===== config.mk =====
export PLATFORM = sky130hd
export DESIGN_NAME = pid_gain_sequencer
export DESIGN_NICKNAME = d
export VERILOG_FILES = /design/src/rtl/pid_pkg.sv /design/src/rtl/pid_gain_shadow.sv /design/src/rtl/pid_gain_sequencer.sv
export SDC_FILE = /design/constraint.sdc
export NUM_CORES = 1
export LEC_CHECK = 0
export ABC_CLOCK_PERIOD_IN_PS = 4650
export BUFFER_PORTS_ARGS = -buffer_cell sky130_fd_sc_hd__buf_4
export CAP_MARGIN = 20
export CORE_UTILIZATION = 30
export DETAILED_ROUTE_END_ITERATION = 10
export GPL_ROUTABILITY_DRIVEN = 0
export SYNTH_ARGS = -nofsm -noshare
export SYNTH_HDL_FRONTEND = slang
export SYNTH_SLANG_ARGS = --single-unit

===== constraint.sdc =====
create_clock -name clk -period 4.65 [get_ports clk]
set_input_delay 0.2325 -clock clk [delete_from_list [all_inputs] [get_ports clk]]
set_output_delay 0.2325 -clock clk [all_outputs]
set_load 0.05 [all_outputs]

===== src/rtl/pid_pkg.sv =====
// pid_pkg
// Shared definitions for the PID gain sequencer and the I2C register front end:
// the gain width, the register map addresses of Kp/Ki/Kd, the reset gains and
// the sequencer FSM state encoding.
package pid_pkg;

   localparam int PID_GAIN_W = 6;

   localparam logic [7:0] PID_KP_ADDR = 8'h00;
   localparam logic [7:0] PID_KI_ADDR = 8'h01;
   localparam logic [7:0] PID_KD_ADDR = 8'h02;

   localparam logic [PID_GAIN_W-1:0] PID_KP_RST = 6'd0;
   localparam logic [PID_GAIN_W-1:0] PID_KI_RST = 6'd0;
   localparam logic [PID_GAIN_W-1:0] PID_KD_RST = 6'd0;

   // Encoding is visible on the debug state port, so the values are fixed.
   typedef enum logic [1:0] {
      IDLE   = 2'd0,
      COMMIT = 2'd1,
      RUN    = 2'd2,
      DRAIN  = 2'd3
   } pid_state_t;

endpackage


===== src/rtl/pid_gain_shadow.sv =====
// pid_gain_shadow
// Three shadow/active gain register pairs plus the pending mask.
// Ports:
//   clk, rst_n        clock, asynchronous active-low reset
//   wr_en             write strobe (already qualified by wr_valid)
//   wr_addr, wr_data  target register address and gain value
//   addr_hit          combinational: wr_addr names one of the three gains
//   commit            copy every pending shadow into its active register
//   kp, ki, kd        active gains seen by the datapath
module pid_gain_shadow
   import pid_pkg::*;
#(
   parameter int                GAIN_W  = PID_GAIN_W,
   parameter logic [7:0]        KP_ADDR = PID_KP_ADDR,
   parameter logic [7:0]        KI_ADDR = PID_KI_ADDR,
   parameter logic [7:0]        KD_ADDR = PID_KD_ADDR,
   parameter logic [GAIN_W-1:0] KP_RST  = PID_KP_RST,
   parameter logic [GAIN_W-1:0] KI_RST  = PID_KI_RST,
   parameter logic [GAIN_W-1:0] KD_RST  = PID_KD_RST
) (
   input  logic              clk,
   input  logic              rst_n,
   input  logic              wr_en,
   input  logic [7:0]        wr_addr,
   input  logic [GAIN_W-1:0] wr_data,
   output logic              addr_hit,
   input  logic              commit,
   output logic [GAIN_W-1:0] kp,
   output logic [GAIN_W-1:0] ki,
   output logic [GAIN_W-1:0] kd
);

   logic              hit_kp;
   logic              hit_ki;
   logic              hit_kd;
   logic [2:0]        pending;
   logic [2:0]        pending_next;
   logic [GAIN_W-1:0] kp_sh;
   logic [GAIN_W-1:0] ki_sh;
   logic [GAIN_W-1:0] kd_sh;

   // Address decode for the three gain registers.
   always_comb begin
      hit_kp   = (wr_addr == KP_ADDR);
      hit_ki   = (wr_addr == KI_ADDR);
      hit_kd   = (wr_addr == KD_ADDR);
      addr_hit = hit_kp | hit_ki | hit_kd;
   end

   // A commit clears the whole mask, but a write in the same cycle re-arms its
   // own bit so that value waits for the following commit.
   always_comb begin
      pending_next = commit ? 3'b000 : pending;
      pending_next = pending_next | ({hit_kd, hit_ki, hit_kp} & {3{wr_en}});
   end

   // Commit reads the shadow values from before this edge, so a write landing
   // on a register being committed leaves the old value active and the new
   // value pending.
   always_ff @(posedge clk or negedge rst_n) begin
      if (!rst_n) begin
         kp      <= KP_RST;
         ki      <= KI_RST;
         kd      <= KD_RST;
         kp_sh   <= KP_RST;
         ki_sh   <= KI_RST;
         kd_sh   <= KD_RST;
         pending <= 3'b000;
      end else begin
         if (commit && pending[0]) kp <= kp_sh;
         if (commit && pending[1]) ki <= ki_sh;
         if (commit && pending[2]) kd <= kd_sh;
         if (wr_en && hit_kp) kp_sh <= wr_data;
         if (wr_en && hit_ki) ki_sh <= wr_data;
         if (wr_en && hit_kd) kd_sh <= wr_data;
         pending <= pending_next;
      end
   end

endmodule


===== src/rtl/pid_gain_sequencer.sv =====
// pid_gain_sequencer
// Sits between the register-write front end and the PID datapath. Gain writes
// go to shadow registers; at each enabled sample tick the pending shadows are
// committed atomically and one PID computation is launched with a start/done
// handshake, so the datapath never sees a gain change mid-computation.
// Ports:
//   clk, rst_n              clock, asynchronous active-low reset
//   ena                     enables tick processing (writes always accepted)
//   wr_valid/addr/data      register write strobe, address and gain value
//   wr_ack, wr_nack         one-cycle write accepted / address invalid pulses
//   sample_tick             sample-period strobe
//   pid_start, pid_done     datapath launch pulse and completion pulse
//   kp, ki, kd              active gains
//   busy                    high in COMMIT and RUN
//   overrun, timeout        sticky error flags
//   err_cnt                 saturating count of NACKed writes
//   clr_flags               clears overrun, timeout and err_cnt
//   state                   current FSM state
module pid_gain_sequencer
   import pid_pkg::*;
#(
   parameter int                GAIN_W  = PID_GAIN_W,
   parameter logic [7:0]        KP_ADDR = PID_KP_ADDR,
   parameter logic [7:0]        KI_ADDR = PID_KI_ADDR,
   parameter logic [7:0]        KD_ADDR = PID_KD_ADDR,
   parameter logic [GAIN_W-1:0] KP_RST  = PID_KP_RST,
   parameter logic [GAIN_W-1:0] KI_RST  = PID_KI_RST,
   parameter logic [GAIN_W-1:0] KD_RST  = PID_KD_RST,
   parameter int                TIMEOUT = 64
) (
   input  logic              clk,
   input  logic              rst_n,
   input  logic              ena,
   input  logic              wr_valid,
   input  logic [7:0]        wr_addr,
   input  logic [GAIN_W-1:0] wr_data,
   output logic              wr_ack,
   output logic              wr_nack,
   input  logic              sample_tick,
   output logic              pid_start,
   input  logic              pid_done,
   output logic [GAIN_W-1:0] kp,
   output logic [GAIN_W-1:0] ki,
   output logic [GAIN_W-1:0] kd,
   output logic              busy,
   output logic              overrun,
   output logic              timeout,
   output logic [3:0]        err_cnt,
   input  logic              clr_flags,
   output logic [1:0]        state
);

   localparam int CNT_W = $clog2(TIMEOUT) + 1;
   localparam logic [CNT_W-1:0] CNT_LAST = CNT_W'(TIMEOUT - 1);

   pid_state_t       state_q;
   logic [CNT_W-1:0] run_cnt;
   logic             addr_hit;
   logic             commit;

   assign commit = (state_q == COMMIT);
   assign state  = state_q;

   pid_gain_shadow #(
      .GAIN_W  (GAIN_W),
      .KP_ADDR (KP_ADDR),
      .KI_ADDR (KI_ADDR),
      .KD_ADDR (KD_ADDR),
      .KP_RST  (KP_RST),
      .KI_RST  (KI_RST),
      .KD_RST  (KD_RST)
   ) u_shadow (
      .clk      (clk),
      .rst_n    (rst_n),
      .wr_en    (wr_valid),
      .wr_addr  (wr_addr),
      .wr_data  (wr_data),
      .addr_hit (addr_hit),
      .commit   (commit),
      .kp       (kp),
      .ki       (ki),
      .kd       (kd)
   );

   // Write responses and the NACK counter run independently of the FSM.
   // When a bad write coincides with clr_flags the count restarts at one,
   // so the new error is not lost.
   always_ff @(posedge clk or negedge rst_n) begin
      if (!rst_n) begin
         wr_ack  <= 1'b0;
         wr_nack <= 1'b0;
         err_cnt <= 4'd0;
      end else begin
         wr_ack  <= wr_valid & addr_hit;
         wr_nack <= wr_valid & ~addr_hit;
         if (wr_valid && !addr_hit) begin
            if (clr_flags)
               err_cnt <= 4'd1;
            else if (err_cnt != 4'hF)
               err_cnt <= err_cnt + 4'd1;
         end else if (clr_flags) begin
            err_cnt <= 4'd0;
         end
      end
   end

   // Sequencer FSM. pid_start and busy are registered alongside the state so
   // they line up with COMMIT/RUN. The flag set terms come after the clear so
   // a coinciding set event wins. A tick outside IDLE is only recorded as an
   // overrun, except in DRAIN where it also ends the wait.
   always_ff @(posedge clk or negedge rst_n) begin
      if (!rst_n) begin
         state_q   <= IDLE;
         pid_start <= 1'b0;
         busy      <= 1'b0;
         run_cnt   <= '0;
         overrun   <= 1'b0;
         timeout   <= 1'b0;
      end else begin
         pid_start <= 1'b0;
         if (clr_flags) begin
            overrun <= 1'b0;
            timeout <= 1'b0;
         end
         if (sample_tick && state_q != IDLE)
            overrun <= 1'b1;
         case (state_q)
            IDLE: begin
               if (sample_tick && ena) begin
                  state_q   <= COMMIT;
                  pid_start <= 1'b1;
                  busy      <= 1'b1;
               end
            end
            COMMIT: begin
               state_q <= RUN;
               run_cnt <= '0;
            end
            RUN: begin
               if (pid_done) begin
                  state_q <= IDLE;
                  busy    <= 1'b0;
               end else if (run_cnt == CNT_LAST) begin
                  state_q <= DRAIN;
                  busy    <= 1'b0;
                  timeout <= 1'b1;
               end else begin
                  run_cnt <= run_cnt + 1'b1;
               end
            end
            DRAIN: begin
               if (pid_done || sample_tick)
                  state_q <= IDLE;
            end
            default: state_q <= IDLE;
         endcase
      end
   end

endmodule


==> out/summary.md <==
Timing
• 0 — total setup violations reported at the end of the flow
• 0 ns — setup_tns
• 0.7177 ns — transition time at the pin with the least slew margin
• false — RSZ-0062 raised after global routing
• 0 — count of endpoints failing hold in the final timing report
• 1.898 ns — post-route minimum period
• 0.009798 ns — Max Clock Skew
• 0.4081 — share of the clock period used by the worst path
• 526.9 MHz — Fmax
• 0 — final max-slew violation count
• 0.5148 — worst relative slew slack

Hold path
• overrun$_DFFE_PN0P_ — Endpoint, Worst Hold
• input port to flop — worst min path class
• 2 — instance count along the most critical hold path
• clr_flags — hold_sp

Setup path
• run_cnt[5]$_DFFE_PN0P_ — end of the worst register-to-register path
• flop — endpoint kind of the worst setup timing path
• 5 — maximum fanout count along the critical path
• ha_1 -> nand2_1 -> nor4b_1 -> o311ai_0 -> o311ai_0 — CP Cell Sequence
• 2.11 ns — critical path data arrival time
• flop to flop — Crit Path Class
• simple AND/OR/NAND/NOR gates — cell type group with the largest total delay on the critical path
• 4.87 ns — required arrival time at the worst endpoint
• sky130_fd_sc_hd__nor4b_1 — cell with the largest stage delay on the worst path
• run_cnt[0]$_DFFE_PN0P_ — launch point of the worst reg-to-reg path
• 2.75 ns — minimum setup slack among reg-to-reg paths
• 0 — worst path bufs/invs
• 0.63 ns — slowest stage delay, CP
• flop — startpoint class of the critical path
• sky130_fd_sc_hd__o311ai_0 — most numerous cell on the critical path
• 5 — depth of the most critical reg-to-reg path

Layout
• 28.37% — layout overhead on the synthesized area
• 0.4063 — core utilization of the finished layout
• 753 — number of fillers in the final layout
• 3204 um2 — post-route standard cell area excluding fillers
• 0.4150 — proportion of layout cells with a drive suffix above 1
• 355 — count of placed standard cells in the final layout, fillers left out
• 0 — ant diodes
• 271 — number of nets in the final layout

Clock tree
• 0.34 ns — Worst-Skew Late Latency
• 0 — count of instances resized after the clock tree is built
• 0.07 ns — CTS clock-pin slew for the worst setup and hold paths
• 58 — number of clock sinks seen by CTS
• built — CTS tree
• 0 — number of buffers added for setup after CTS
• 3 — Clock H-tree levels
• 2 — clk buf depth
• 1 — total of hold buffers inserted after clock tree synthesis
• sky130_fd_sc_hd__clkbuf_8 — clock tree root driver cell
• 9 — number of buffers added by the clock tree synthesis step

Power
• 0.193 — Gate power share
• 0.1301 mV — IR drop worst, VDD
• 1.401 mW — total power
• 0.367 — clock share of power
• 0.4296 mW — sw power
• 0.439 — sequential share of power
• 0.3067 — switching power share of the total
• 437.2 nW/um2 — total power divided by cell area
• 1.640 nW — reported leakage power
• 0.9712 mW — internal portion of total power

Logic synthesis
• 190 — synthesized instance count
• 0 — number of synthesized flops with an enable pin
• 2496 um2 — area of the mapped netlist
• 0 — warnings from Yosys
• 213 — net count after synthesis
• 0.5815 — share of synthesized area occupied by flip-flops and latches
• sky130_fd_sc_hd__dfrtp_1 — most instantiated library cell after synthesis
• 58 — number of register bits inferred by synthesis
• 0.5815 — top-area cell type share of the netlist area
• 13.14 um2 — average footprint of a synthesized cell
• sky130_fd_sc_hd__dfrtp_1 — Top FF cell, synth
• sky130_fd_sc_hd__dfrtp_1 58%, sky130_fd_sc_hd__mux2_2 11%, sky130_fd_sc_hd__mux2_4 7.2%, sky130_fd_sc_hd__nand2_1 2.7%, sky130_fd_sc_hd__a22o_1 1.4% — top cells by area, synth
• 41 — number of distinct library cell variants in the gate-level netlist after synthesis
• sky130_fd_sc_hd__dfrtp_1 — most area-hungry cell type in the Yosys netlist
• 1.000 — share of synthesized flip-flops with an asynchronous set or reset
• 58 x sky130_fd_sc_hd__dfrtp_1, 25 x sky130_fd_sc_hd__mux2_2, 18 x sky130_fd_sc_hd__nand2_1, 12 x sky130_fd_sc_hd__mux2_4, 8 x sky130_fd_sc_hd__nor2_1 — most instantiated cells after synthesis

Placed design
• 3.448 mm — half-perimeter wire length of the detailed placement result
• 338 — DP Cell Count
• 50 — number of buffers added on ports
• 2975 um2 — Area after DPL

Routing
• 0 — DR DRC count
• 0 — antenna viol nets, final
• 4 — drt pass-1 iters
• 4.803 — post-DR vias/cell
• 1705 — total vias in the final route
• 110 — starting DRC count in detailed routing
• 14.35 um — average detailed-routed wire length per instance
• 5.095 mm — aggregate routed wire length

Die
• 93.22 um — die width
• 32 — placement row count
• 93.22 um — DIE HEIGHT
• 7888 um2 — core region area
• 51 — I/O Pins
• 8689 um2 — die area
• 0.3165 — starting density of the core

Job
• 0 — number of max-cap violations

Global route
• 0 — number of antenna violations at the first check in global routing
• 0.1294 — overall global routing resource usage
• 8.362 mm — global-route wire length before repair
• 1666 — via count of the first global-routing pass
• 0 — aggregate global routing overflow
• 59 — largest net degree at the start of global routing

Run status
• finished, final reports clean — run status

==> per-stage QoR <==
step                hold slack [ns]  worst slack, ns
global placement             0.3464            2.731
finish                       0.1512            2.752
detailed placement           0.3461            2.714
global route                 0.1398            2.543
CTS                          0.1380            2.771
floorplan                  -0.06309            2.986
==> layout make-up <==
cell class | count | area, um2 | share of cell area
sequential | 58 | 1451 | 0.4529
clock inverter | 5 | 77.57 | 0.02421
timing repair buffer | 51 | 385.4 | 0.1203
clock buffer | 11 | 141.4 | 0.04412
multi-input combinational | 122 | 998.5 | 0.3116
inverter | 6 | 22.52 | 0.007029
tap | 102 | 127.6 | 0.03983
==> worst max-delay path by stage <==
stage	start	end	slack (ns)	depth (start not counted)
after floorplan	state[1]$_DFFE_PN0P_	run_cnt[5]$_DFFE_PN0P_	2.99	4
after global placement	wr_addr[5]	u_shadow.kd_sh[5]$_DFFE_PN0P_	2.73	5
after detailed placement	wr_addr[5]	u_shadow.kd_sh[5]$_DFFE_PN0P_	2.71	5
after CTS	run_cnt[0]$_DFFE_PN0P_	run_cnt[5]$_DFFE_PN0P_	2.77	5
after global routing	run_cnt[0]$_DFFE_PN0P_	run_cnt[5]$_DFFE_PN0P_	2.54	5
final	run_cnt[0]$_DFFE_PN0P_	run_cnt[5]$_DFFE_PN0P_	2.75	5
==> registers in the layout, indices dropped and copies added (netlist names) <==
name,cells
u_shadow.ki_sh,6
u_shadow.kd_sh,6
wr_nack,1
u_shadow.pending,3
u_shadow.ki,6
overrun,1
u_shadow.kd,6
u_shadow.kp,6
busy,1
run_cnt,7
timeout,1
u_shadow.kp_sh,6
err_cnt,4
pid_start,1
wr_ack,1
state,2
==> power by group through the flow <==
| stage | clock, mW | combinational (mW) | sequential [mW] |
|---|---|---|---|
| floorplan | 0 | 0.105 | 0.689 |
| global placement | 0 | 0.268 | 0.621 |
| detailed placement | 0 | 0.273 | 0.622 |
| CTS | 0.530 | 0.274 | 0.614 |
| global route | 0.553 | 0.292 | 0.621 |
| finish | 0.515 | 0.271 | 0.615 |
==> per-layer routing <==
layer	track usage	wire [um]	vias to the layer above
met2	0.1820	2321	33
met5	0	0	-
li1	-	-	824
met4	0.08077	137	0
met3	0.03496	184	10
met1	0.1752	2452	838
==> placed cells by master, fill, tap and decap left out, types with 4 or more instances in the layout <==
master                     instances
sky130_fd_sc_hd__inv_1             6
sky130_fd_sc_hd__nand3_1           6
sky130_fd_sc_hd__a21oi_1           6
sky130_fd_sc_hd__a22o_1            4
sky130_fd_sc_hd__o21ai_0           5
sky130_fd_sc_hd__a21o_1            4
sky130_fd_sc_hd__buf_4            50
sky130_fd_sc_hd__clkbuf_8         10
sky130_fd_sc_hd__nor2_1            8
sky130_fd_sc_hd__nand2_1          18
sky130_fd_sc_hd__dfrtp_1          58
sky130_fd_sc_hd__mux2_2           25
sky130_fd_sc_hd__mux2_4           12
==> cell families after synthesis <==
family | after synthesis | share of synthesized area
flops | 58 | 0.5815
compound gates | 30 | 0.08622
mux | 38 | 0.1890
simple gates | 52 | 0.1148
buf+inv | 10 | 0.01854
fa+ha+maj | 2 | 0.01002
Power figures use the tool's default switching activity.
